<file path="src/rtl/commit_arbiter_if.sv">
// Commit-arbiter bus: per-source commit streams in, register-file writeback and retire out.
// COMMIT_ARB_PERF_EN adds the perf_stall/perf_lock counters to the bus.
interface commit_arbiter_if #(
  parameter int NUM_INPUTS    = 4,
  parameter int NW_WIDTH      = 2,
  parameter int SID_WIDTH     = 1,
  parameter int SIMD_WIDTH    = 4,
  parameter int XLEN          = 32,
  parameter int UUID_WIDTH    = 44,
  parameter int PC_BITS       = 30,
  parameter int NUM_REGS_BITS = 6
);
  localparam int DATAW = UUID_WIDTH + NW_WIDTH + SID_WIDTH + SIMD_WIDTH + PC_BITS + 1
                       + NUM_REGS_BITS + SIMD_WIDTH * XLEN + 2;

  logic [NUM_INPUTS-1:0]       in_valid;
  logic [NUM_INPUTS*DATAW-1:0] in_data;
  logic [NUM_INPUTS-1:0]       in_ready;
  logic                        wb_valid;
  logic [NW_WIDTH-1:0]         wb_wid;
  logic [SID_WIDTH-1:0]        wb_sid;
  logic [SIMD_WIDTH-1:0]       wb_tmask;
  logic [NUM_REGS_BITS-1:0]    wb_rd;
  logic [SIMD_WIDTH*XLEN-1:0]  wb_data;
  logic                        wb_ready;
  logic                        retire_valid;
  logic [NW_WIDTH-1:0]         retire_wid;
  logic [63:0]                 instret;
`ifdef COMMIT_ARB_PERF_EN
  logic [63:0]                 perf_stall;
  logic [63:0]                 perf_lock;
`endif

  modport master (
    output in_valid, in_data, wb_ready,
    input  in_ready, wb_valid, wb_wid, wb_sid, wb_tmask, wb_rd, wb_data,
    input  retire_valid, retire_wid, instret
`ifdef COMMIT_ARB_PERF_EN
    , input perf_stall, perf_lock
`endif
  );

  modport slave (
    input  in_valid, in_data, wb_ready,
    output in_ready, wb_valid, wb_wid, wb_sid, wb_tmask, wb_rd, wb_data,
    output retire_valid, retire_wid, instret
`ifdef COMMIT_ARB_PERF_EN
    , output perf_stall, perf_lock
`endif
  );
endinterface

</file>
<file path="src/rtl/commit_arbiter.sv">
// Round-robin commit arbiter with eop-locking, single output register, retire pulse and instret.
// Define COMMIT_ARB_PERF_EN to add the perf_stall/perf_lock cycle counters.
module commit_arbiter #(
  parameter int NUM_INPUTS    = 4,
  parameter int NW_WIDTH      = 2,
  parameter int SID_WIDTH     = 1,
  parameter int SIMD_WIDTH    = 4,
  parameter int XLEN          = 32,
  parameter int UUID_WIDTH    = 44,
  parameter int PC_BITS       = 30,
  parameter int NUM_REGS_BITS = 6
) (
  input logic             clk,
  input logic             reset,
  commit_arbiter_if.slave bus
);
  localparam int DATAW = UUID_WIDTH + NW_WIDTH + SID_WIDTH + SIMD_WIDTH + PC_BITS + 1
                       + NUM_REGS_BITS + SIMD_WIDTH * XLEN + 2;
  localparam int SRC_W     = (NUM_INPUTS > 1) ? $clog2(NUM_INPUTS) : 1;
  localparam int OFF_EOP   = 0;
  localparam int OFF_SOP   = 1;
  localparam int OFF_DATA  = 2;
  localparam int OFF_RD    = OFF_DATA + SIMD_WIDTH * XLEN;
  localparam int OFF_WB    = OFF_RD + NUM_REGS_BITS;
  localparam int OFF_PC    = OFF_WB + 1;
  localparam int OFF_TMASK = OFF_PC + PC_BITS;
  localparam int OFF_SID   = OFF_TMASK + SIMD_WIDTH;
  localparam int OFF_WID   = OFF_SID + SID_WIDTH;
  localparam int OFF_UUID  = OFF_WID + NW_WIDTH;

  typedef enum logic {IDLE, LOCKED} lock_state_t;

  lock_state_t              state_q, state_n;
  logic [SRC_W-1:0]         lock_src_q, lock_src_n;
  logic [SRC_W-1:0]         rr_q, rr_n;
  logic [SRC_W-1:0]         grant;
  logic                     found, accept, handshake, drain;
  logic [DATAW-1:0]         src_pkt [NUM_INPUTS];
  logic [DATAW-1:0]         pkt;
  logic                     vld_p1;
  logic [NW_WIDTH-1:0]      wid_p1;
  logic [SID_WIDTH-1:0]     sid_p1;
  logic [SIMD_WIDTH-1:0]    tmask_p1;
  logic [NUM_REGS_BITS-1:0] rd_p1;
  logic [SIMD_WIDTH*XLEN-1:0] data_p1;
  logic                     wb_p1, eop_p1;
  logic [63:0]              instret_q;
  logic                     unused_fields;

  for (genvar i = 0; i < NUM_INPUTS; i++) begin : g_split
    assign src_pkt[i] = bus.in_data[i*DATAW +: DATAW];
  end

  assign pkt           = src_pkt[grant];
  assign unused_fields = ^{pkt[OFF_UUID +: UUID_WIDTH], pkt[OFF_PC +: PC_BITS]};

  // A held wb=0 packet never waits on the register file, so it always frees the slot.
  assign accept    = !vld_p1 || bus.wb_ready || !wb_p1;
  assign drain     = vld_p1 && (bus.wb_ready || !wb_p1);
  assign handshake = found && bus.in_valid[grant] && accept;

  always_comb begin
    int idx;
    idx   = 0;
    grant = rr_q;
    found = 1'b0;
    if (state_q == LOCKED) begin
      grant = lock_src_q;
      found = 1'b1;
    end else begin
      // Walk downward so the last hit is the first valid source at or after rr_q.
      for (int i = NUM_INPUTS - 1; i >= 0; i--) begin
        idx = int'(rr_q) + i;
        if (idx >= NUM_INPUTS) idx = idx - NUM_INPUTS;
        if (bus.in_valid[SRC_W'(idx)]) begin
          grant = SRC_W'(idx);
          found = 1'b1;
        end
      end
    end
  end

  always_comb begin
    bus.in_ready = '0;
    if (found) bus.in_ready[grant] = accept;
  end

  always_comb begin
    state_n    = state_q;
    lock_src_n = lock_src_q;
    rr_n       = rr_q;
    case (state_q)
      IDLE: begin
        if (handshake && pkt[OFF_SOP] && !pkt[OFF_EOP]) begin
          state_n    = LOCKED;
          lock_src_n = grant;
        end
      end
      LOCKED: begin
        if (handshake && pkt[OFF_EOP]) state_n = IDLE;
      end
      default: state_n = IDLE;
    endcase
    if (handshake && state_n == IDLE)
      rr_n = (grant == SRC_W'(NUM_INPUTS - 1)) ? '0 : grant + SRC_W'(1);
  end

  always_ff @(posedge clk) begin
    if (reset) begin
      state_q    <= IDLE;
      lock_src_q <= '0;
      rr_q       <= '0;
      vld_p1     <= 1'b0;
      instret_q  <= '0;
    end else begin
      state_q    <= state_n;
      lock_src_q <= lock_src_n;
      rr_q       <= rr_n;
      vld_p1     <= handshake | (vld_p1 & ~drain);
      instret_q  <= instret_q + 64'(drain && eop_p1);
    end
  end

  // ---- p0 -> p1: granted packet captured into the output register ----
  always_ff @(posedge clk) begin
    if (handshake) begin
      wid_p1   <= pkt[OFF_WID +: NW_WIDTH];
      sid_p1   <= pkt[OFF_SID +: SID_WIDTH];
      tmask_p1 <= pkt[OFF_TMASK +: SIMD_WIDTH];
      rd_p1    <= pkt[OFF_RD +: NUM_REGS_BITS];
      data_p1  <= pkt[OFF_DATA +: SIMD_WIDTH*XLEN];
      wb_p1    <= pkt[OFF_WB];
      eop_p1   <= pkt[OFF_EOP];
    end
  end

  assign bus.wb_valid     = vld_p1 && wb_p1;
  assign bus.wb_wid       = wid_p1;
  assign bus.wb_sid       = sid_p1;
  assign bus.wb_tmask     = tmask_p1;
  assign bus.wb_rd        = rd_p1;
  assign bus.wb_data      = data_p1;
  assign bus.retire_valid = drain && eop_p1;
  assign bus.retire_wid   = wid_p1;
  assign bus.instret      = instret_q;

`ifdef COMMIT_ARB_PERF_EN
  logic [63:0] perf_stall_q, perf_lock_q;

  always_ff @(posedge clk) begin
    if (reset) begin
      perf_stall_q <= '0;
      perf_lock_q  <= '0;
    end else begin
      perf_stall_q <= perf_stall_q + 64'(bus.wb_valid && !bus.wb_ready);
      perf_lock_q  <= perf_lock_q + 64'(state_q == LOCKED && !bus.in_valid[lock_src_q]);
    end
  end

  assign bus.perf_stall = perf_stall_q;
  assign bus.perf_lock  = perf_lock_q;
`endif
endmodule
</file>
<file path="src/flat_wrapper.sv">
// flat-port wrapper written by rule: the top's interface ports become plain ports
module commit_arbiter_flat 
#(
  parameter int NUM_INPUTS    = 4,
  parameter int NW_WIDTH      = 2,
  parameter int SID_WIDTH     = 1,
  parameter int SIMD_WIDTH    = 4,
  parameter int XLEN          = 32,
  parameter int UUID_WIDTH    = 44,
  parameter int PC_BITS       = 30,
  parameter int NUM_REGS_BITS = 6
)
  (clk, reset, bus_in_valid, bus_in_data, bus_wb_ready, bus_in_ready, bus_wb_valid, bus_wb_wid, bus_wb_sid, bus_wb_tmask, bus_wb_rd, bus_wb_data, bus_retire_valid, bus_retire_wid, bus_instret);
  commit_arbiter_if #(.NUM_INPUTS(NUM_INPUTS), .NW_WIDTH(NW_WIDTH), .SID_WIDTH(SID_WIDTH), .SIMD_WIDTH(SIMD_WIDTH), .XLEN(XLEN), .UUID_WIDTH(UUID_WIDTH), .PC_BITS(PC_BITS), .NUM_REGS_BITS(NUM_REGS_BITS)) bus_i ();
  input logic clk;
  input logic reset;
  input wire logic [$bits(bus_i.in_valid)-1:0] bus_in_valid;
  input wire logic [$bits(bus_i.in_data)-1:0] bus_in_data;
  input wire logic [$bits(bus_i.wb_ready)-1:0] bus_wb_ready;
  output wire logic [$bits(bus_i.in_ready)-1:0] bus_in_ready;
  output wire logic [$bits(bus_i.wb_valid)-1:0] bus_wb_valid;
  output wire logic [$bits(bus_i.wb_wid)-1:0] bus_wb_wid;
  output wire logic [$bits(bus_i.wb_sid)-1:0] bus_wb_sid;
  output wire logic [$bits(bus_i.wb_tmask)-1:0] bus_wb_tmask;
  output wire logic [$bits(bus_i.wb_rd)-1:0] bus_wb_rd;
  output wire logic [$bits(bus_i.wb_data)-1:0] bus_wb_data;
  output wire logic [$bits(bus_i.retire_valid)-1:0] bus_retire_valid;
  output wire logic [$bits(bus_i.retire_wid)-1:0] bus_retire_wid;
  output wire logic [$bits(bus_i.instret)-1:0] bus_instret;
  assign bus_i.in_valid = bus_in_valid;
  assign bus_i.in_data = bus_in_data;
  assign bus_i.wb_ready = bus_wb_ready;
  assign bus_in_ready = bus_i.in_ready;
  assign bus_wb_valid = bus_i.wb_valid;
  assign bus_wb_wid = bus_i.wb_wid;
  assign bus_wb_sid = bus_i.wb_sid;
  assign bus_wb_tmask = bus_i.wb_tmask;
  assign bus_wb_rd = bus_i.wb_rd;
  assign bus_wb_data = bus_i.wb_data;
  assign bus_retire_valid = bus_i.retire_valid;
  assign bus_retire_wid = bus_i.retire_wid;
  assign bus_instret = bus_i.instret;
  commit_arbiter #(.NUM_INPUTS(NUM_INPUTS), .NW_WIDTH(NW_WIDTH), .SID_WIDTH(SID_WIDTH), .SIMD_WIDTH(SIMD_WIDTH), .XLEN(XLEN), .UUID_WIDTH(UUID_WIDTH), .PC_BITS(PC_BITS), .NUM_REGS_BITS(NUM_REGS_BITS)) u_core (.clk(clk), .reset(reset), .bus(bus_i));
endmodule
</file>
<file path="config.mk">
export PLATFORM = sky130hd
export DESIGN_NAME = commit_arbiter_flat
export DESIGN_NICKNAME = d
export VERILOG_FILES = /design/src/rtl/commit_arbiter_if.sv /design/src/rtl/commit_arbiter.sv /design/src/flat_wrapper.sv
export SDC_FILE = /design/constraint.sdc
export NUM_CORES = 1
export LEC_CHECK = 0
export BUFFER_PORTS_ARGS = -buffer_cell sky130_fd_sc_hd__buf_4
export CAP_MARGIN = 30
export CORE_AREA = 2 2 422 424
export DETAILED_ROUTE_END_ITERATION = 8
export DIE_AREA = 0 0 424 426
export PLACE_DENSITY = 0.3
export SYNTH_ARGS = -nofsm -noshare
export SYNTH_HDL_FRONTEND = slang
export SYNTH_SLANG_ARGS = --single-unit
</file>
<file path="constraint.sdc">
create_clock -name clk -period 21.1 [get_ports clk]
set_clock_uncertainty 0.15 [all_clocks]
set_input_delay 2.11 -clock clk [delete_from_list [all_inputs] [get_ports clk]]
set_output_delay 2.11 -clock clk [all_outputs]
set_load 0.01 [all_outputs]
</file>
; Word level (Yosys, flattened, before mapping)
; Cells that the tools add are included.
[classes]
eq_ne = 1
order_cmp = 11
reduce_logical = 17
bitwise = 7
addsub = 9
mux = 42
[ops]
columns = op, n
row1 = binary-select mux 218 bit (select 2 bit), 1
row2 = 2-to-1 mux 174 bit, 2
row3 = adder 64 x 1 -> 64 bit, 1
row4 = 2-to-1 mux 2 bit, 14
row5 = 2-to-1 mux 1 bit, 17
row6 = "less-than comparator 2 x 4 -> 1 bit, second input constant", 4
row7 = ">= comparator 3 bit, second input constant", 4
row8 = binary-select mux 1 bit (select 2 bit), 5
row9 = logical AND 1 bit, 10
row10 = "subtractor 2 x 1 -> 2 bit, second input constant", 4
row11 = "adder 2 x 2 -> 3 bit, second input constant", 2
row12 = bitwise AND 4 bit, 1
row13 = 2-to-1 mux 4 bit, 1
row14 = "adder 2 x 1 -> 3 bit, second input constant", 1
row15 = ">= comparator 2 x 3 -> 1 bit, second input constant", 1
row16 = zero test 1 bit, 3
row17 = logical OR 1 bit, 3
row18 = "less-than comparator 2 x 3 -> 1 bit, second input constant", 1
row19 = inverter 1 bit, 3
row20 = inverter 2 -> 3 bit, 1
row21 = "adder 2 x 1 -> 2 bit, second input constant", 1
row22 = demux 1 bit (select 2 bit), 1
row23 = "== test 2 bit, second input constant", 1
row24 = ">= comparator 2 x 1 -> 1 bit, second input constant", 1
row25 = other kinds (4), 4
[word_totals]
reg_bits = 213
inputBits = 879

; Longest topological paths before layout
; Gate-level depths: netlist of the first run.
[logic_depth]
depth_word = 22
ltp_mapped = 11
depth_no_buf = 11

; Worst setup path before layout of the first run
; OpenSTA, ideal clock, no wires.
[synth_timing]
path_kind = input to register
from = in bus_in_valid[0]
to = reg u_core.state_q
setup_time_ps = 419
t_required_ps = 20531
path_buffers = 0
stages = 7
t_arrival_ps = 10075
path_slack_ps = 10456
path_cell_list = or3b_1 -> a31oi_4 -> o21a_4 -> nor2_4 -> mux4_2 -> nor2_1 -> a221oi_1
[synth_via]
elab_chain_cells = 16
word_cells_on_any_way = 37
classes_between = mux (30) / bitwise (1) / reduce/logical (6)
[synth_lines]
columns = element, line_no
row1 = "start, declared", flat_wrapper.sv:17  ; input wire logic [$bits(bus_i.in_valid)-1:0] bus_in_valid;
row2 = binary-select mux 1 bit (select 2 bit), commit_arbiter.sv:75  ; if (bus.in_valid[SRC_W'(idx)]) begin
row3 = 2-to-1 mux 1 bit (implied by the code) (2 in series), commit_arbiter.sv:75
row4 = 2-to-1 mux 2 bit (4 in series), commit_arbiter.sv:75
row5 = 2-to-1 mux 2 bit, commit_arbiter.sv:67  ; if (state_q == LOCKED) begin
row6 = binary-select mux 1 bit (select 2 bit), commit_arbiter.sv:60  ; assign handshake = found && bus.in_valid[grant] && accept;
row7 = 2-to-1 mux 1 bit (implied by the code), commit_arbiter.sv:60
row8 = logical AND 1 bit * (2 in series), commit_arbiter.sv:60
row9 = via u_core.handshake, commit_arbiter.sv:37  ; logic found, accept, handshake, drain;
row10 = logical AND 1 bit (2 in series), commit_arbiter.sv:94  ; if (handshake && pkt[OFF_SOP] && !pkt[OFF_EOP]) begin
row11 = 2-to-1 mux 1 bit, commit_arbiter.sv:94
row12 = case mux 1 bit (2 select lines) *, commit_arbiter.sv:92  ; case (state_q)
row13 = "end signal, assigned", commit_arbiter.sv:116  ; state_q <= state_n;
row14 = "end, declared", commit_arbiter.sv:33  ; lock_state_t state_q, state_n;
; Mark *: on every way through the listed nets, which the timed path passes. The rest lies on a longest branch. The select of a mux whose other input is x is not followed.
; A chain may end at the register's enable or synchronous reset.

; Worst setup path after layout of the first run
[layout_timing]
from = in bus_in_valid[0]
to = out bus_in_ready[3]
[layout_via]
elab_chain_cells = 14
word_cells_on_any_way = 29
classes_between = order compare (2) / mux (25) / bitwise (1) / reduce/logical (1)
[layout_lines]
columns = element, line_no
row1 = binary-select mux 1 bit (select 2 bit), commit_arbiter.sv:75
row2 = 2-to-1 mux 1 bit (implied by the code) (2 in series), commit_arbiter.sv:75
row3 = 2-to-1 mux 2 bit (4 in series), commit_arbiter.sv:75
row4 = 2-to-1 mux 2 bit, commit_arbiter.sv:67
row5 = less-than comparator 2 x 3 -> 1 bit (implied by the code) / >= comparator 2 x 1 -> 1 bit (equally long branches), commit_arbiter.sv:85  ; if (found) bus.in_ready[grant] = accept;
row6 = logical AND 1 bit (implied by the code), commit_arbiter.sv:85
row7 = 2-to-1 mux 1 bit (implied by the code), commit_arbiter.sv:85
row8 = demux 1 bit (select 2 bit), -
row9 = bitwise AND 4 bit (no line), -
row10 = 2-to-1 mux 4 bit *, commit_arbiter.sv:85
row11 = "end, declared", flat_wrapper.sv:20  ; output wire logic [$bits(bus_i.in_ready)-1:0] bus_in_ready;
; Every way passes the cells marked *; elsewhere a longest branch is shown, timed or not. The select of a mux whose other input is x is not followed.

==> results of run 1 <==
Yosys cell counts, types with 4 or more instances:
cell	n
or3_1	18
nand3_1	24
nor2b_1	7
inv_1	17
xnor2_1	26
mux2_1	4
inv_2	4
and4_1	8
xor2_1	20
and3_1	146
nor3_1	17
buf_2	4
nor2_1	57
nor4_1	7
nand4_1	12
edfxtp_1	143
a31oi_1	143
nand2_1	600
nand2b_1	4
a21oi_1	18
o21ai_0	11
clkbuf_1	92
o21ai_1	6
dfxtp_1	70
ha_1	6
buf_1	10
and2_1	10
power by group:
part	switching [W]	total (W)	internal [W]	leakage [nW]
combinational	0.000979	0.00148	0.000502	6.64
sequential	0.0000753	0.000774	0.000699	1.95
clock	0.000246	0.000639	0.000393	0.606
total	0.00130	0.00289	0.00159	9.19
cell usage in the layout, fill, tap and decap left out, types with 4 or more instances in the layout:
cell type  instances
a21oi_1           18
a31oi_1          143
and2_1            10
and3_1           146
and4_1             8
buf_4            810
bufinv_16          4
clkbuf_16         38
clkbuf_8           5
clkinv_2           5
dfxtp_1           70
diode_2            5
edfxtp_1         143
ha_1               6
inv_1             17
mux2_1             4
nand2_1          600
nand2b_1           4
nand3_1           24
nand4_1           12
nor2_1            56
nor2b_1            7
nor3_1            17
nor4_1             7
o21ai_0           11
o21ai_1            6
or3_1             18
xnor2_1           26
xor2_1            20
cell families after synthesis:
kind of cell | share of synthesized area
simple gates | 0.337
flops | 0.466
compound gates | 0.105
buf+inv | 0.0416
xor+xnor | 0.0330
mux | 0.0109
fa+ha+maj | 0.00615
critical path, stage by stage:
cell and delay [ps]:
buf_4 140, and2_4 170, o21ai_2 130, o2111ai_2 190
a32oi_4 300, buf_12 530, inv_6 350, ha_1 300
and2_1 140, buf_4 160
through the flow:
stage                      util  cell area [µm²]  cells  power, W  worst slack [ps]
after floorplan               -            12200   1519   0.00145             10460
after global placement    0.119            20800   4561   0.00235             13900
after detailed placement  0.119            20900   4562   0.00234             13930
after CTS                 0.126            22100   4623   0.00303             14080
after global routing      0.126            22100   4625   0.00313             13980
final                     0.126            22100   4628   0.00289             14230
layout make-up:
type | instances | area [µm²]
antenna | 5 | 12.5
timing repair buffer | 812 | 6120
tap | 2340 | 2930
fill | 20516 | 154000
multi-input combinational | 1176 | 6020
clock inverter | 16 | 203
sequential | 213 | 5700
clock buffer | 45 | 1030
inverter | 21 | 91.3
flip-flops by register name, indices dropped and copies added (netlist names):
register               flops
u_core.rr_q                2
u_core.bus.wb_sid          1
u_core.bus.wb_rd           6
u_core.eop_p1              1
u_core.bus.retire_wid      2
u_core.bus.instret        64
u_core.lock_src_q          2
u_core.state_q             1
u_core.bus.wb_tmask        4
u_core.bus.wb_data       128
u_core.vld_p1              1
u_core.wb_p1               1
per-layer routing:
layer / global-route usage / vias up / part of all wire
met1: 0.119 / 6640 / 0.40
met3: 0.0450 / 101 / 0.10
met2: 0.172 / 587 / 0.48
li1: - / 6758 / -
met5: 0 / - / 0.00067
met4: 0.0247 / 10 / 0.025
final timing paths:
kind,depth (start not counted),start,to
min reg2reg,2,u_core.bus.instret[22]$_SDFF_PP0_,u_core.bus.instret[22]$_SDFF_PP0_
min,2,u_core.bus.instret[22]$_SDFF_PP0_,u_core.bus.instret[22]$_SDFF_PP0_
max reg2reg,10,u_core.rr_q[0]$_SDFFE_PP0P_,u_core.bus.wb_data[106]$_DFFE_PP_
max,10,bus_in_valid[0],bus_in_ready[3]
==> flow_metrics.tcl, run 1 <==
set metrics [dict create \
    antenna_found_initial 22 \
    area_growth_syn_to_layout_pct 80.9 \
    syn-num-nets 2404 \
    antenna_left 0 \
    post_cts.repair.setup_buffers 0 \
    synth_cell_types 56 \
    synth_edf_count 143 \
    relSlewSlack 0.400 \
    clk_path_buf_depth 3 \
    yosysSeqAreaShare 0.466 \
    setup_viol 0 \
    ys.flop_type "edfxtp_1" \
    io_buffer_count 795 \
    p_leak_nw 9.19 \
    place.gp.congestion 0.801 \
    tns_ps 0 \
    first_pass_iters 5 \
    ys_ff_latch 213 \
    cp_data_required_time_ps 18840 \
    netlist_area_um2 12200 \
    grt_max_degree 147 \
    wl_per_cell_um 21.1 \
    yosysTopAreaCell "edfxtp_1" \
    grt_pass1_vias 14147 \
    hold_slack_ps 351 \
    num_vias 14096 \
    arrival_ps 4610 \
    ir_drop_v 0.0000789 \
    die_area_um2 181000 \
    avgSynthCellArea_um2 8.04 \
    clock-sinks 213 \
    fmax_mhz 146 \
    grt.overflow.total 0 \
    netlist_instances 1519 \
    netlist.area_leader.share 0.352 \
    grt_first_pass_wirelength_mm 126 \
    cts_tree "built" \
    totalWireLength_mm 97.7 \
    period_minus_slack_ps 6870 \
    period_share 0.326 \
    die_w_um 424 \
    p_per_area_nw_per_um2 131 \
    drc 0 \
    r2r_slack_ps 16110 \
    critPathKind "input pin to primary output" \
    min_path_type "flip-flop to flip-flop" \
    synth-async-reset-ratio 0 \
    io_pins 1092 \
    rsz0062_at_grt "false" \
    end_kind "primary output" \
    dp_hpwl_mm 79.2 \
    ys.warnings.count 0 \
    worstPathMaxFanout 147 \
    status "complete, no violations" \
    synth.area.top_cells "edfxtp_1 (35%), nand2_1 (18%), dfxtp_1 (11%), and3_1 (7.5%), a31oi_1 (7.3%)" \
    cts_inserted_buffers 35 \
    clk_latency_ps 570 \
    drv_slew 0 \
    drv_cap 0 \
    track_usage 0.103 \
    cts-resized-gates 0 \
    viasPerCell 3.05 \
    clock-root-buffer "clkbuf_16" \
    startpoint_type "input pin" \
    tightest_slew_ps 900 \
    hold_violations 0 \
    nNetsFinal 3144 \
    start_util 0.0695 \
    cts.htree.levels 2 \
    die_y_um 426 \
    drt_first_iter_violations 603 \
    drive_above_1_share 0.390 \
    ctsHoldBuffers 0 \
    num_rows 154 \
    core_region_area_um2 176000 \
    path_clk_slew_ps 40 \
]
No activity file was read; power rests on OpenSTA's default activity.
==> inputs of run 2 (changes only) <==
--- a/config.mk
+++ b/config.mk
@@ -7,9 +7,9 @@
 export LEC_CHECK = 0
 export BUFFER_PORTS_ARGS = -buffer_cell sky130_fd_sc_hd__buf_4
 export CAP_MARGIN = 30
-export CORE_AREA = 2 2 422 424
+export CORE_AREA = 2 2 426 428
 export DETAILED_ROUTE_END_ITERATION = 8
-export DIE_AREA = 0 0 424 426
+export DIE_AREA = 0 0 428 430
 export PLACE_DENSITY = 0.3
 export SYNTH_ARGS = -nofsm -noshare
 export SYNTH_HDL_FRONTEND = slang
==> constraint.sdc (replaced) <==
create_clock -name clk -period 6.72 [get_ports clk]
set_clock_uncertainty 0.15 [all_clocks]
set_input_delay 0.672 -clock clk [delete_from_list [all_inputs] [get_ports clk]]
set_output_delay 0.672 -clock clk [all_outputs]
set_load 0.01 [all_outputs]
==> flow_metrics.tcl, run 2 (synthesized netlist as in run 1, its figures left out) <==
set metrics [dict create \
    fmax_mhz 238 \
    clk_path_buf_depth 3 \
    core_region_area_um2 180000 \
    path_delay_family "simple AND/OR/NAND/NOR gates" \
    grt_pass1_vias 14184 \
    cpMaxStageDelayCell "nor3_1" \
    period_minus_slack_ps 4200 \
    worstPathMaxFanout 12 \
    tightest_slew_ps 1210 \
    clk_latency_ps 600 \
    arrival_ps 4510 \
    setup_viol 0 \
    critPathBufInv 0 \
    rsz0062_at_grt "false" \
    antenna_left 0 \
    final_cell_mix "buf_4 (809), nand2_1 (600), and3_1 (146)" \
    place.gp.congestion 0.881 \
    cp_data_required_time_ps 7030 \
    p_per_area_nw_per_um2 413 \
    die_w_um 428 \
    num_rows 156 \
    io_buffer_count 795 \
    cts_tree "built" \
    drc 0 \
    hold_slack_ps 309 \
    status "complete, no violations" \
    post_cts.repair.setup_buffers 0 \
    cts_inserted_buffers 36 \
    pre_cts_slack_ps 2070 \
    m1WireLength_mm 39.6 \
    drv_cap 0 \
    path_clk_slew_ps 50 \
    critPathKind "flip-flop to flip-flop" \
    wl_per_cell_um 21.0 \
    start_util 0.0679 \
    drive_above_1_share 0.390 \
    startpoint_type "flip-flop" \
    io_pins 1092 \
    tns_ps 0 \
    drv_slew 0 \
    hold_violations 0 \
    largest_reg_flops 128 \
    drt_first_iter_violations 778 \
    setup_slack_ps 2520 \
    clock-root-buffer "clkbuf_16" \
    grt_first_pass_wirelength_mm 128 \
    ir_drop_v 0.000289 \
    die_y_um 430 \
    viasPerCell 3.05 \
    cts-resized-gates 0 \
    met3_length_mm 10.2 \
    min_path_type "input pin to flip-flop" \
    cts.htree.levels 2 \
    end_kind "flip-flop" \
    dp_hpwl_mm 79.5 \
    grt.overflow.total 0 \
    track_usage 0.102 \
    relSlewSlack 0.195 \
    first_pass_iters 5 \
    antenna_found_initial 25 \
    crit_chain "a21oi_1, ha_1, ha_1, nand3_1, nor3_2, nand3_1, nor3_1, nand4_1, xor2_1, nor2_1" \
    final_common_cell "buf_4" \
    cpPeakStageDelay_ps 780 \
    nNetsFinal 3147 \
    num_vias 14219 \
    totalWireLength_mm 98.2 \
    top_layer "met5" \
    p_leak_nw 9.20 \
    period_share 0.625 \
    routed-wl-met2_mm 46.7 \
    die_area_um2 184000 \
    area_growth_syn_to_layout_pct 81.6 \
    grt_max_degree 146 \
    ctsHoldBuffers 0 \
    clock-sinks 213 \
]
[run 2: worst paths after layout]
path / start / end / slack (ps) / depth (start not counted)
min: bus_in_data[471] / u_core.bus.wb_data[33]$_DFFE_PP_ / 310 / 3
max: u_core.wb_p1$_DFFE_PP_ / u_core.bus.instret[44]$_SDFF_PP0_ / 2520 / 10
min reg2reg: u_core.bus.instret[22]$_SDFF_PP0_ / u_core.bus.instret[22]$_SDFF_PP0_ / 350 / 2
max reg2reg: u_core.wb_p1$_DFFE_PP_ / u_core.bus.instret[44]$_SDFF_PP0_ / 2520 / 10
[run 2: per-layer routing]
metal  GRT usage  vias up
met5           0        -
met4      0.0185       18
met3      0.0462       92
met2       0.171      572
met1       0.119     6760
li1            -     6777
[run 2: final cells by class]
class                   instances  area [µm²]
clock buffers                  45         997
clock inverters                20         223
diodes                          7        17.5
repair buffers                814        6170
multi-input cells            1176        6020
well taps                    2370        2970
fillers                     20824      158000
flip-flops and latches        213        5700
inverters                      21        91.3
[run 2: report_power, final]
group	total (W)	internal [W]	switching (W)
Sequential	0.00245	0.00219	0.000256
Combinational	0.00473	0.00161	0.00313
Clock	0.00198	0.00115	0.000829
[run 2: worst reg2reg max path: stages (launching register included)]
cell	delay, ps
edfxtp_1	480
a21oi_1	420
ha_1	260
ha_1	250
nand3_1	110
nor3_2	590
nand3_1	630
nor3_1	780
nand4_1	190
xor2_1	160
nor2_1	50
[run 2: metrics by stage]
step                instance area [µm²]  utilization  std cells  total power, W
finish                            22200        0.123       4666         0.00916
CTS                               22200        0.123       4659         0.00954
global placement                  20900        0.116       4593         0.00746
floorplan                         12200            -       1519         0.00451
global route                      22200        0.123       4659         0.00986
detailed placement                20900        0.117       4594         0.00743
